File: src/rtl/md_ctrl.sv
// Multiply/divide controller for a MIPS-style HI/LO unit: single-cycle multiply,
// 32-cycle restoring divide, MTHI/MTLO pass-through, one-cycle HI/LO write-back.
module md_ctrl (
  input  logic        CLK,
  input  logic        RST,
  input  logic        START,
  input  logic [2:0]  OP,
  input  logic [31:0] OPA,
  input  logic [31:0] OPB,
  input  logic [31:0] HI_I,
  input  logic [31:0] LO_I,
  input  logic        CANCEL,
  output logic        BUSY,
  output logic        HILO_WEN,
  output logic [31:0] HI_DATA_O,
  output logic [31:0] LO_DATA_O
);

  localparam int unsigned W  = 32;
  localparam int unsigned CW = 6;

  localparam logic [2:0] OP_MULT  = 3'b001;
  localparam logic [2:0] OP_MULTU = 3'b010;
  localparam logic [2:0] OP_DIV   = 3'b011;
  localparam logic [2:0] OP_DIVU  = 3'b100;
  localparam logic [2:0] OP_MTHI  = 3'b101;
  localparam logic [2:0] OP_MTLO  = 3'b110;

  typedef enum logic [1:0] {S_IDLE, S_MUL, S_DIV, S_WB} state_t;

  state_t          r_state, w_state_nxt;
  logic [2:0]      r_op;
  logic [W-1:0]    r_a, r_b;
  logic [CW-1:0]   r_cnt;
  logic [W-1:0]    r_rem, r_quo, r_dvs;
  logic [W-1:0]    r_res_hi, r_res_lo;
  logic [W-1:0]    r_last_hi, r_last_lo;

  logic            w_is_mul, w_is_div, w_is_mt, w_b_zero, w_accept;
  logic            w_sdiv_in;
  logic [W-1:0]    w_a_mag, w_b_mag;
  logic            w_msx;
  logic [2*W-1:0]  w_pa, w_pb, w_prod;
  logic [W:0]      w_shift, w_diff;
  logic            w_ge;
  logic [W-1:0]    w_rem_nxt, w_quo_nxt;
  logic            w_q_neg, w_r_neg;
  logic [W-1:0]    w_rem_fix, w_quo_fix;

  // request decode
  assign w_is_mul  = (OP == OP_MULT) || (OP == OP_MULTU);
  assign w_is_div  = (OP == OP_DIV)  || (OP == OP_DIVU);
  assign w_is_mt   = (OP == OP_MTHI) || (OP == OP_MTLO);
  assign w_b_zero  = (OPB == '0);
  assign w_sdiv_in = (OP == OP_DIV);
  assign w_a_mag   = (w_sdiv_in && OPA[W-1]) ? (~OPA + W'(1)) : OPA;
  assign w_b_mag   = (w_sdiv_in && OPB[W-1]) ? (~OPB + W'(1)) : OPB;

  // one shared 64-bit multiplier; sign-extension selects MULT vs MULTU
  assign w_msx  = (r_op == OP_MULT);
  assign w_pa   = {{W{w_msx & r_a[W-1]}}, r_a};
  assign w_pb   = {{W{w_msx & r_b[W-1]}}, r_b};
  assign w_prod = w_pa * w_pb;

  // restoring divide step on magnitudes
  assign w_shift   = {r_rem, r_quo[W-1]};
  assign w_diff    = w_shift - {1'b0, r_dvs};
  assign w_ge      = ~w_diff[W];
  assign w_rem_nxt = w_ge ? w_diff[W-1:0] : w_shift[W-1:0];
  assign w_quo_nxt = {r_quo[W-2:0], w_ge};
  assign w_q_neg   = (r_op == OP_DIV) && (r_a[W-1] ^ r_b[W-1]);
  assign w_r_neg   = (r_op == OP_DIV) && r_a[W-1];
  assign w_quo_fix = w_q_neg ? (~w_quo_nxt + W'(1)) : w_quo_nxt;
  assign w_rem_fix = w_r_neg ? (~w_rem_nxt + W'(1)) : w_rem_nxt;

  // state register
  always_ff @(posedge CLK or negedge RST) begin
    if (!RST) r_state <= S_IDLE;
    else      r_state <= w_state_nxt;
  end

  // next state and control outputs
  always_comb begin
    w_state_nxt = r_state;
    w_accept    = 1'b0;
    BUSY        = 1'b0;
    HILO_WEN    = 1'b0;
    if (RST) begin
      case (r_state)
        S_IDLE: begin
          if (START && !CANCEL && (w_is_mul || w_is_div || w_is_mt)) begin
            w_accept = 1'b1;
            if (w_is_mul) begin
              w_state_nxt = S_MUL;
              BUSY        = 1'b1;
            end else if (w_is_div && !w_b_zero) begin
              w_state_nxt = S_DIV;
              BUSY        = 1'b1;
            end else begin
              w_state_nxt = S_WB;
            end
          end
        end
        S_MUL: begin
          BUSY        = 1'b1;
          w_state_nxt = CANCEL ? S_IDLE : S_WB;
        end
        S_DIV: begin
          BUSY = 1'b1;
          if (CANCEL)                    w_state_nxt = S_IDLE;
          else if (r_cnt == CW'(W - 1))  w_state_nxt = S_WB;
        end
        S_WB: begin
          HILO_WEN    = ~CANCEL;
          w_state_nxt = S_IDLE;
        end
        default: w_state_nxt = S_IDLE;
      endcase
    end
  end

  // operand latch, divide iteration and result registers
  always_ff @(posedge CLK or negedge RST) begin
    if (!RST) begin
      r_op      <= '0;
      r_a       <= '0;
      r_b       <= '0;
      r_cnt     <= '0;
      r_rem     <= '0;
      r_quo     <= '0;
      r_dvs     <= '0;
      r_res_hi  <= '0;
      r_res_lo  <= '0;
      r_last_hi <= '0;
      r_last_lo <= '0;
    end else begin
      case (r_state)
        S_IDLE: begin
          if (w_accept) begin
            r_op  <= OP;
            r_a   <= OPA;
            r_b   <= OPB;
            r_cnt <= '0;
            r_rem <= '0;
            r_quo <= w_a_mag;
            r_dvs <= w_b_mag;
            if (OP == OP_MTHI) begin
              r_res_hi <= OPA;
              r_res_lo <= LO_I;
            end else if (OP == OP_MTLO) begin
              r_res_hi <= HI_I;
              r_res_lo <= OPA;
            end else if (w_is_div && w_b_zero) begin
              r_res_hi <= OPA;
              r_res_lo <= '1;
            end
          end
        end
        S_MUL: {r_res_hi, r_res_lo} <= w_prod;
        S_DIV: begin
          r_cnt <= r_cnt + CW'(1);
          r_rem <= w_rem_nxt;
          r_quo <= w_quo_nxt;
          if (r_cnt == CW'(W - 1)) begin
            r_res_hi <= w_rem_fix;
            r_res_lo <= w_quo_fix;
          end
        end
        S_WB: begin
          if (HILO_WEN) begin
            r_last_hi <= r_res_hi;
            r_last_lo <= r_res_lo;
          end
        end
        default: ;
      endcase
    end
  end

  // outputs show the fresh result during write-back, else the last written value
  assign HI_DATA_O = HILO_WEN ? r_res_hi : r_last_hi;
  assign LO_DATA_O = HILO_WEN ? r_res_lo : r_last_lo;

endmodule

File: config.mk
export PLATFORM = sky130hd
export DESIGN_NAME = md_ctrl
export DESIGN_NICKNAME = d
export VERILOG_FILES = /design/src/rtl/md_ctrl.sv
export SDC_FILE = /design/constraint.sdc
export NUM_CORES = 2
export LEC_CHECK = 0
export CAP_MARGIN = 20
export CORE_MARGIN = 5
export CORE_UTILIZATION = 51
export DETAILED_ROUTE_END_ITERATION = 6
export PLACE_DENSITY = 0.75
export RECOVER_POWER = 50
export SYNTH_ARGS = -nofsm -noshare
export SYNTH_HDL_FRONTEND = slang
export SYNTH_SLANG_ARGS = --single-unit
File: constraint.sdc
create_clock -name CLK -period 21.3 [get_ports CLK]
set_clock_uncertainty 0.2 [all_clocks]
set_input_delay 4.26 -clock CLK [delete_from_list [all_inputs] [get_ports CLK]]
set_output_delay 4.26 -clock CLK [all_outputs]
set_load 0.05 [all_outputs]
# [Yosys cells after proc, flatten, opt, wreduce, memory -nomap -nowiden]
# Index checks and enable logic that the tools add are counted.
# Widths: inputs -> output; s select.
[word_totals] regBits=299 inputBits=135 output_inout_bits=66 wordCells=111
[op_classes] add_sub_neg=6 n_mul=1 n_eq_ne=17 n_mux=42 bitwise=9 n_reduce_logical=24
[ops] cell="$mux 32" count=19
[ops] cell="$pmux 32 s3" count=2
[ops] cell="$add 32x1->32 const B" count=4
[ops] cell="$not 32->32" count=4
[ops] cell="$pmux 32 s2" count=2
[ops] cell="$mul 33x33->64" count=1
[ops] cell="$sub 33x32->33" count=1
[ops] cell="$logic_not 32->1" count=1
[ops] cell="$pmux 6 s2" count=1
[ops] cell="$mux 1" count=10
[ops] cell="$mux 2" count=5
[ops] cell="$eq 3x2->1 const B" count=3
[ops] cell="$eq 3x3->1 const B" count=3
[ops] cell="$logic_and 1x1->1" count=8
[ops] cell="$pmux 2 s4" count=1
[ops] cell="$add 6x1->6 const B" count=1
[ops] cell="$eq 3x1->1 const B" count=2
[ops] cell="$eq 6x5->1 const B" count=1
[ops] cell="$mux 6" count=1
[ops] cell="$ne 2x2->1 const B" count=3
[ops] cell="$logic_or 1x1->1" count=5
[ops] cell="$eq 2x2->1 const B" count=2
[ops] cell="$ne 4x4->1 const B" count=1
[ops] cell="$reduce_and 2->1" count=2
[ops] cell="13 further kinds" count=16

# [Depth between registers and ports, before layout]
[depth] depth_word=10 depth_mapped=32 depth_no_buf=31

# [Worst setup path before layout]
# No wires, ideal clock.
[synth_timing] path_kind="input-to-output" startpoint="input OPB[1]" endpoint="output BUSY" arrival_time_ps=6391 t_required_ps=16840 path_slack_ps=10449 path_stages=10 path_buffers=0 path_cell_list="inv_1 -> ha_1 -> nand3_1 -> nor4_2 -> and3_1 -> nand3b_1 -> or4_1 -> o21a_1 -> o211ai_1 -> a21oi_1"
[synth_between] elab_chain_cells=8
[synth_lines] item="from (decl)" line_no="9" rtl="input logic [31:0] OPB,"
[synth_lines] item="$logic_not 32->1" line_no="54" rtl="assign w_b_zero = (OPB == '0);"
[synth_lines] item="$logic_not 1->1" line_no="96" rtl="end else if (w_is_div && !w_b_zero) begin"
[synth_lines] item="$logic_and 1x1->1" line_no="96"
[synth_lines] item="$mux 1" line_no="96"
[synth_lines] item="$mux 1" line_no="93" rtl="if (w_is_mul) begin"
[synth_lines] item="$mux 1" line_no="91" rtl="if (START && !CANCEL && (w_is_mul || w_is_div || w_is_mt)) begin"
[synth_lines] item="$pmux 1 s2" line_no="89" rtl="case (r_state)"
[synth_lines] item="$mux 1" line_no="88" rtl="if (RST) begin"
[synth_lines] item="to (decl)" line_no="13" rtl="output logic BUSY,"
# Every way passes these cells.

# [Final worst setup path]
[layout_timing] startpoint="input RST" endpoint="output LO_DATA_O[8]"
[layout_between] elab_chain_cells=2
[layout_lines] item="from (decl)" line_no="5" rtl="input logic RST,"
[layout_lines] item="$mux 1" line_no="88"
[layout_lines] item="$mux 32"
[layout_lines] item="to (decl)" line_no="16" rtl="output logic [31:0] LO_DATA_O"
# Every way passes these cells.

==> impl_metrics.yaml <==
sta:
  setup_violations: 0
  max_slew_margin: -1.74
  finalMaxSlewViolations: 208
  worstMarginPinSlew_ps: 4120
  rsz0062_at_grt: "false"
  post-route-period-util: 0.698
  post-route-min-period_ps: 14870
  hold_violations: 0
  tns_ps: 0
  fmaxAchievable_mhz: 67.2
clock_network:
  clock_latency_ps: 530
  htree_num_levels: 2
  cts_setup_buffers: 0
  cts-root-buf: "clkbuf_16"
  clk_pin_slew_ps: 60
  cts_tree: "built"
  cts_num_sinks: 298
  cts_resized: 0
  clk_path_buf_depth: 3
  hold_buffers: 0
  cts_buffers: 34
synthesis:
  synth_top_family_by_area: "adder cells"
  synth-main-ff-cell: "dfrtp_1"
  synth_edf_count: 0
  synth_cells: 6544
  synth_seq_area_share: 0.132
  synthMuxAreaShare: 0.00593
  ys_seq_elements: 298
  ys_types: 96
  synth_simple_gate_area_frac: 0.173
  synth_compound_gate_area_share: 0.0915
  ys_warn_count: 0
  syn_nets: 8060
  synthXorXnorAreaFrac: 0.0324
  synth.avg_cell_area_um2: 8.60
  async_flop_share: 1.00
  post_synth_fa_ha_maj_area_fraction: 0.457
  syn-cell-area_mm2: 0.0563
global_route:
  grt_max_degree: 165
  grt_pass1_wl_mm: 265
  antenna_found_initial: 19
  grt.overflow.total: 0
  grtUsageTotal: 0.287
  first_global_vias: 48271
drt:
  wl_met2_mm: 81.1
  m1WireLength_mm: 60.7
  drt.antenna.violating_nets: 0
  drtPass1Iterations: 5
  via_per_inst: 5.70
  wl_met3_mm: 14.1
  drc: 0
  wl_per_cell_um: 20.7
  routed_wirelength_mm: 166
  vias: 45632
  drtIter0Drc: 4001
  highest_layer: "met5"
setup_path:
  cp.required_ps: 16840
  crit_fanout: 70
  start_kind: "primary input"
  crit_type: "primary input to output pin"
  end_kind: "output pin"
  arrival_ps: 10410
run_status:
  violations: "max-capacitance violations, max-slew violations"
  status: "complete, but fails checks"
floorplanning:
  die_y_um: 342
  die_width_um: 342
  initial_core_util: 0.515
  rows: 121
  num_io_pins: 201
  core-area_mm2: 0.109
  dieArea_mm2: 0.117
place:
  port_buffers: 200
  gp_congestion: 0.935
  placed_area_mm2: 0.0594
  dpl.hpwl_mm: 129
finish:
  syn2layout_area_growth_pct: 7.64
  drive_gt1_frac: 0.0315
  fin_nets: 8005
  fin_area_mm2: 0.0606
  final_common_cell: "nand2_1"
  final_cell_mix: "1451 x nand2_1, 1220 x inv_1, 1126 x fa_1, 305 x and2_1, 295 x dfrtp_1"
run:
  drv_cap: 3
hold_path:
  hold_path.class: "register to register"
[through the flow]
step	util	cells	hold WS (ps)	worst slack (ps)
floorplan	-	6544	239	10450
global placement	0.544	7926	255	8720
detailed placement	0.544	7926	256	8670
CTS	0.554	7981	270	8670
global route	0.554	8000	289	5430
finish	0.554	8002	268	6430
[sequential cells by signal, indices dropped and copies added, names as in the netlist]
name	cells
r_quo	32
r_last_hi	32
r_a	32
r_dvs	31
r_rem	32
r_cnt	6
r_last_lo	32
r_res_hi	32
r_res_lo	32
r_b	32
r_state	2
r_op	3
[per-layer routing]
metal / vias to the layer above / global-route usage
met4: 4 / 0.143
met3: 531 / 0.0481
li1: 19834 / -
met1: 23112 / 0.357
met2: 2151 / 0.486
met5: - / 0
[Yosys cell counts, types with 17 or more instances]
cell type  count  area [µm²]
a21o_1        42         315
a21oi_1      193         966
a221oi_1      26         228
a31oi_1       51         319
and2_1       305        1910
and3_1        38         238
clkbuf_1     351        1320
dfrtp_1      298        7460
fa_1        1126       22500
ha_1         255        3190
inv_1       1221        4580
mux2i_1       30         300
nand2_1     1451        5450
nand3_1       41         205
nor2_1       198         743
nor3_1        53         265
nor4_1        20         125
o21ai_0      220        1100
o221ai_1      17         149
o22ai_1       42         263
o31ai_1       20         150
or2_2         18         113
or3_1         26         163
xnor2_1      124        1090
xor2_1        84         736
[kinds of logic after synthesis]
group / after synthesis
AO/OA/AOI/OAI: 795
XOR/XNOR: 208
adder cells (fa/ha/maj): 1381
buffers and inverters: 1605
flip-flops: 298
multiplexers: 33
AND/OR/NAND/NOR: 2224
[critical path, stage by stage]
cell and delay (ps):
clkbuf_1 2730, nand3b_1 150, clkbuf_1 1160, inv_1 690
buf_12 310, nand2_1 120, nand2_1 70, clkdlybuf4s50_1 830
[final timing paths]
path	to	startpoint	cells past startpoint	slack, ps
worst max-delay path	LO_DATA_O[8]	RST	8	6430
worst min-delay path	r_last_lo[6]$_DFFE_PN0N_	r_last_lo[6]$_DFFE_PN0N_	2	270
worst max register to register	r_res_hi[24]$_DFFE_PN0P_	r_op[1]$_DFFE_PN0P_	30	10790
worst min register to register	r_last_lo[6]$_DFFE_PN0N_	r_last_lo[6]$_DFFE_PN0N_	2	270
max in group asynchronous	r_b[6]$_DFFE_PN0P_	RST	3	9800
min in group asynchronous	r_cnt[1]$_DFFE_PN0P_	RST	1	4910
[layout make-up]
type	instances	area [µm²]
flip-flops and latches	298	7460
repair buffers	292	2720
clock buffers	50	1010
clock inverters	5	85.1
fillers	9917	48700
diodes	18	45.0
multi-input cells	4641	42800
inverters	1222	4590
well taps	1476	1850
Power is left out: the tool's default activity adds up to more than one toggle a clock period on the data nets, which glitch-free logic cannot reach.
